===== src/rtl/lzc_norm_stage.sv =====
// lzc_norm_stage: two-stage valid/ready leading-zero count front-end for a left shifter; NORM_STATS_EN adds saturating norm_cnt
module lzc_norm_stage #(
  parameter int WIDTH = 8,
  localparam int SHIFT_W = $clog2(WIDTH)
) (
  input  logic               clk,
  input  logic               rst_n,
  input  logic               in_valid,
  output logic               in_ready,
  input  logic [WIDTH-1:0]   in_data,
  output logic               out_valid,
  input  logic               out_ready,
  output logic [WIDTH-1:0]   norm_data,
  output logic [SHIFT_W-1:0] norm_shift,
`ifdef NORM_STATS_EN
  output logic               norm_zero,
  output logic [15:0]        norm_cnt
`else
  output logic               norm_zero
`endif
);
  logic               s1_valid;
  logic [WIDTH-1:0]   s1_data;
  logic               s1_en;
  logic               s2_en;
  logic [SHIFT_W-1:0] lz;
  always_comb begin
    s2_en = !out_valid || out_ready;
    s1_en = !s1_valid || s2_en;
    in_ready = s1_en;
  end
  always_comb begin
    lz = '0;
    for (int i = 0; i < WIDTH; i++) lz = s1_data[i] ? SHIFT_W'(WIDTH - 1 - i) : lz;
  end
  always_ff @(posedge clk) begin
    if (!rst_n) begin
      s1_valid   <= 1'b0;
      s1_data    <= '0;
      out_valid  <= 1'b0;
      norm_data  <= '0;
      norm_shift <= '0;
      norm_zero  <= 1'b0;
    end else begin
      if (s1_en) begin
        s1_valid <= in_valid;
        if (in_valid) s1_data <= in_data;
      end
      if (s2_en) begin
        out_valid <= s1_valid;
        if (s1_valid) begin
          norm_data  <= s1_data;
          norm_shift <= lz;
          norm_zero  <= s1_data == '0;
        end
      end
    end
  end
`ifdef NORM_STATS_EN
  always_ff @(posedge clk) begin
    if (!rst_n) norm_cnt <= '0;
    else if (in_valid && in_ready && norm_cnt != 16'hFFFF) norm_cnt <= norm_cnt + 16'd1;
  end
`endif
endmodule


===== config.mk =====
export PLATFORM = sky130hd
export DESIGN_NAME = lzc_norm_stage
export DESIGN_NICKNAME = d
export VERILOG_FILES = /design/src/rtl/lzc_norm_stage.sv
export SDC_FILE = /design/constraint.sdc
export NUM_CORES = 1
export LEC_CHECK = 0
export BUFFER_PORTS_ARGS = -buffer_cell sky130_fd_sc_hd__buf_4
export CORE_MARGIN = 2
export CORE_UTILIZATION = 49
export CTS_CLUSTER_SIZE = 20
export DETAILED_ROUTE_END_ITERATION = 10
export HOLD_SLACK_MARGIN = 0.05
export PLACE_DENSITY = 0.76
export SYNTH_ARGS = -nofsm -noshare
export SYNTH_HDL_FRONTEND = slang
export SYNTH_SLANG_ARGS = --single-unit

===== constraint.sdc =====
create_clock -name clk -period 1.1 [get_ports clk]
set_clock_uncertainty 0.05 [all_clocks]
set_input_delay 0.11 -clock clk [delete_from_list [all_inputs] [get_ports clk]]
set_output_delay 0.11 -clock clk [all_outputs]
set_load 0.02 [all_outputs]

==> impl_metrics.prom <==
# TYPE chip_impl_metric gauge
chip_impl_info{name="outcome",value="finished with violations"} 1
chip_impl_info{name="violations_in_the_final_reports",value="negative setup slack"} 1
chip_impl_info{name="dominant_cell_type_by_area_after_synthesis",value="sky130_fd_sc_hd__dfxtp_1"} 1
chip_impl_info{name="crit_path_start_kind",value="flop"} 1
chip_impl_metric{name="cell_internal_pwr",unit="mW"} 1.17
chip_impl_metric{name="gpl.final_weighted_congestion",unit=""} 0.799
chip_impl_metric{name="mapped_nets",unit=""} 120
chip_impl_metric{name="swShare",unit="%"} 26.7
chip_impl_metric{name="ir_drop",unit="uV"} 1010
chip_impl_metric{name="post-synth-top-area-fraction",unit="%"} 49.6
chip_impl_metric{name="ant_nets",unit=""} 0
chip_impl_metric{name="pin_count_of_the_biggest_net_entering_global_routing",unit=""} 15
chip_impl_metric{name="post_synth_num_cell_types",unit=""} 20
chip_impl_metric{name="required",unit="ns"} 0.94
chip_impl_metric{name="psw",unit="uW"} 425
chip_impl_metric{name="r2r_worst_path_depth",unit=""} 5
chip_impl_metric{name="power.clock.fraction",unit="%"} 28.5
chip_impl_metric{name="p_comb_share",unit="%"} 17.0
chip_impl_metric{name="timing.critical_path.arrival",unit="ns"} 1.07
chip_impl_info{name="crit_path_end_kind",value="output pin"} 1
chip_impl_metric{name="cellLeakagePower",unit="nW"} 0.550
chip_impl_metric{name="hold_viol",unit=""} 0
chip_impl_metric{name="detail_route.wirelength",unit="mm"} 2.24
chip_impl_metric{name="nFillCells",unit=""} 117
chip_impl_info{name="critical_path.startpoint",value="s1_valid$_SDFFE_PN0N_"} 1
chip_impl_metric{name="postLayoutCoreUtil",unit="%"} 77.8
chip_impl_metric{name="port-buffer-count",unit=""} 25
chip_impl_info{name="rsz_0062_raised_after_global_routing",value="yes"} 1
chip_impl_info{name="cts_tree",value="done"} 1
chip_impl_metric{name="yosys_register_bits",unit=""} 22
chip_impl_metric{name="drt-wirelength-per-cell",unit="um"} 12.9
chip_impl_info{name="critPathCapture",value="in_ready"} 1
chip_impl_metric{name="drv_cap",unit=""} 0
chip_impl_metric{name="worstSkewPairLatency",unit="ns"} 0.31
chip_impl_metric{name="post_route_drc_violation_count",unit=""} 0
chip_impl_info{name="worst_r2r_endpoint",value="s1_data[6]$_SDFFE_PN0P_"} 1
chip_impl_metric{name="finalCritPeriodShare",unit="%"} 112
chip_impl_metric{name="area_delta_synth_final",unit="%"} 49.6
chip_impl_metric{name="finalPower",unit="mW"} 1.59
chip_impl_metric{name="num-nets-final",unit=""} 161
chip_impl_metric{name="final_layout_size_suffix_gt1_share",unit="%"} 39.9
chip_impl_metric{name="synth_cells",unit=""} 108
chip_impl_metric{name="yosys_warnings",unit=""} 0
chip_impl_metric{name="die_height",unit="um"} 46.6
chip_impl_metric{name="chipWidth",unit="um"} 46.6
chip_impl_info{name="min_from",value="rst_n"} 1
chip_impl_metric{name="reg2reg_setup_slack",unit="ns"} -0.02
chip_impl_info{name="cts-root-buf",value="sky130_fd_sc_hd__clkbuf_4"} 1
chip_impl_metric{name="worst_pin_slew",unit="ns"} 0.304
chip_impl_metric{name="dp_hpwl",unit="mm"} 1.29
chip_impl_metric{name="global_route_wire_length_before_repair",unit="mm"} 3.40
chip_impl_metric{name="cts.path.max_buffers",unit=""} 2
chip_impl_info{name="yosys-top-cells-area",value="sky130_fd_sc_hd__dfxtp_1 50%, sky130_fd_sc_hd__nand2_1 12%, sky130_fd_sc_hd__a21oi_1 11%"} 1
chip_impl_metric{name="grt_overflow_total",unit=""} 0
chip_impl_metric{name="setup_ws",unit="ns"} -0.132
chip_impl_metric{name="via_count",unit=""} 876
chip_impl_metric{name="power.sequential.fraction",unit="%"} 54.4
chip_impl_metric{name="synth.yosys.seq_area_share",unit="%"} 49.6
chip_impl_metric{name="final_setup_violating_endpoints",unit=""} 3
chip_impl_metric{name="initialDrtViolationCount",unit=""} 13
chip_impl_metric{name="number_of_antenna_violations_at_the_first_check_in_global_routing",unit=""} 0
chip_impl_metric{name="p_per_area",unit="nW/um^2"} 1200
chip_impl_metric{name="finalCriticalPeriod",unit="ns"} 1.23
chip_impl_info{name="worst_r2r_startpoint",value="s1_valid$_SDFFE_PN0N_"} 1
chip_impl_metric{name="initial_standard_cell_utilization_of_the_core",unit="%"} 52.0
chip_impl_metric{name="cts_buffers",unit=""} 3
chip_impl_metric{name="slew_headroom",unit="%"} 79.6
chip_impl_info{name="min-delay-path-class",value="input pin to flop"} 1
chip_impl_metric{name="syn_area",unit="um^2"} 888
chip_impl_metric{name="numClockSinks",unit=""} 22
chip_impl_metric{name="critical_path.max_fanout",unit=""} 2
chip_impl_metric{name="first_global_vias",unit=""} 780
chip_impl_metric{name="fp.dieArea",unit="um^2"} 2170
chip_impl_metric{name="num_antenna_cells",unit=""} 0
chip_impl_metric{name="h_tree_levels",unit=""} 1
chip_impl_metric{name="postSynthAreaPerCell",unit="um^2"} 8.23
chip_impl_metric{name="rows",unit=""} 15
chip_impl_metric{name="drtPass1Iterations",unit=""} 4
chip_impl_info{name="path_class",value="flop to output pin"} 1
chip_impl_metric{name="achievable-frequency",unit="MHz"} 812
chip_impl_metric{name="io_pins",unit=""} 26
chip_impl_metric{name="cts_clock_pin_slew_for_the_worst_setup_and_hold_paths",unit="ns"} 0.12
chip_impl_metric{name="drv_slew",unit=""} 0
chip_impl_metric{name="track_usage",unit="%"} 22.7
chip_impl_metric{name="placeableCoreArea",unit="um^2"} 1710
chip_impl_metric{name="via_per_inst",unit=""} 5.06
[placed cells by master (no fill, tap or decap), drive strengths merged]
| cell | count |
|---|---|
| and2 | 2 |
| o31ai | 2 |
| nor2 | 3 |
| nand3 | 13 |
| o21ai | 2 |
| dlygate4sd3 | 10 |
| nor4 | 1 |
| nand3b | 1 |
| nand2 | 29 |
| dfxtp | 22 |
| buf | 31 |
| nor3 | 1 |
| o41ai | 1 |
| inv | 5 |
| nand2b | 1 |
| a21oi | 20 |
| clkbuf | 4 |
[metrics by stage]
step	cell area (um^2)	std cells	hold slack, ns	setup slack, ns	setup TNS (ns)
global route	1330	173	0.0757	-0.143	-0.409
detailed placement	1080	154	0.337	0.0233	0
CTS	1260	172	0.0573	-0.0934	-0.0934
global placement	1080	154	0.331	0.0512	0
finish	1330	173	0.0558	-0.132	-0.163
floorplan	890	108	0.198	0.0663	0
[what timing repair did]
| item | 4_1_cts | 5_1_grt |
|---|---|---|
| cloned | 1 | 0 |
| hold buffers | 10 | 0 |
| endpoints found under the hold margin | 13 | 0 |
| pin swaps | 2 | 3 |
| setup buffers | 3 | 1 |
| endpoints found under the setup margin | 14 | 21 |
| gates resized for setup | 6 | 19 |
[synth_stat cells, drive strengths merged]
cell type,n
o41ai,1
o31ai,2
nand3b,1
nor4,1
o21ai,2
nand2b,1
and2,1
nand3,13
nor3,1
dfxtp,22
nor2,3
inv,5
buf,6
nand2,29
a21oi,20
[critical path: stages (launching register included)]
cell and delay [ns]:
sky130_fd_sc_hd__dfxtp_2 0.37, sky130_fd_sc_hd__nand3b_1 0.13, sky130_fd_sc_hd__buf_6 0.15, sky130_fd_sc_hd__buf_6 0.12
[worst min path at each step]
| stage | endpoint | slack (ns) | cells past startpoint |
|---|---|---|---|
| after floorplan | norm_shift[1]$_SDFFE_PN0P_ | 0.20 | 2 |
| after global placement | s1_data[7]$_SDFFE_PN0P_ | 0.33 | 3 |
| after detailed placement | norm_shift[1]$_SDFFE_PN0P_ | 0.34 | 3 |
| after CTS | norm_data[5]$_SDFFE_PN0P_ | 0.06 | 3 |
| after global routing | norm_data[1]$_SDFFE_PN0P_ | 0.08 | 3 |
| final | norm_data[3]$_SDFFE_PN0P_ | 0.06 | 3 |
[flip-flops by register name, summed over array words and instances (netlist names)]
signal and cells:
norm_data 8, norm_shift 3, norm_zero 1, out_valid 1, s1_data 8, s1_valid 1
[power groups by stage]
stage	logic, mW	clock network [mW]	registers, mW
after floorplan	0.114	0	0.898
after global placement	0.197	0	0.883
after detailed placement	0.200	0	0.884
after CTS	0.247	0.452	0.864
after global routing	0.294	0.487	0.871
final	0.271	0.454	0.867
[cell families (layout without fill, tap and decap cells)]
kind of cell	count (synthesis)	count (layout)	synth area share, %
AOI/OAI and AO/OA	25	25	16.5
buffers and inverters	11	50	7.18
DFF	22	22	49.6
and+or+nand+nor	50	51	26.8
[area by class of cell]
type / instances / area (um^2) / share of cell area [%]
flip-flops and latches: 22 / 453 / 34.1
inverters: 5 / 18.8 / 1.41
clock buffers: 4 / 36.3 / 2.73
well taps: 25 / 31.3 / 2.35
repair buffers: 41 / 344 / 25.9
multi-input cells: 76 / 445 / 33.5
[metal layers]
layer	track usage (%)	wire, um	vias to the layer above
li1	-	-	444
met1	26.3	931	403
met2	41.4	1200	24
met3	3.14	79	5
met4	8.57	27	0
met5	0	0	-
No activity file was read; power rests on OpenSTA's default activity.
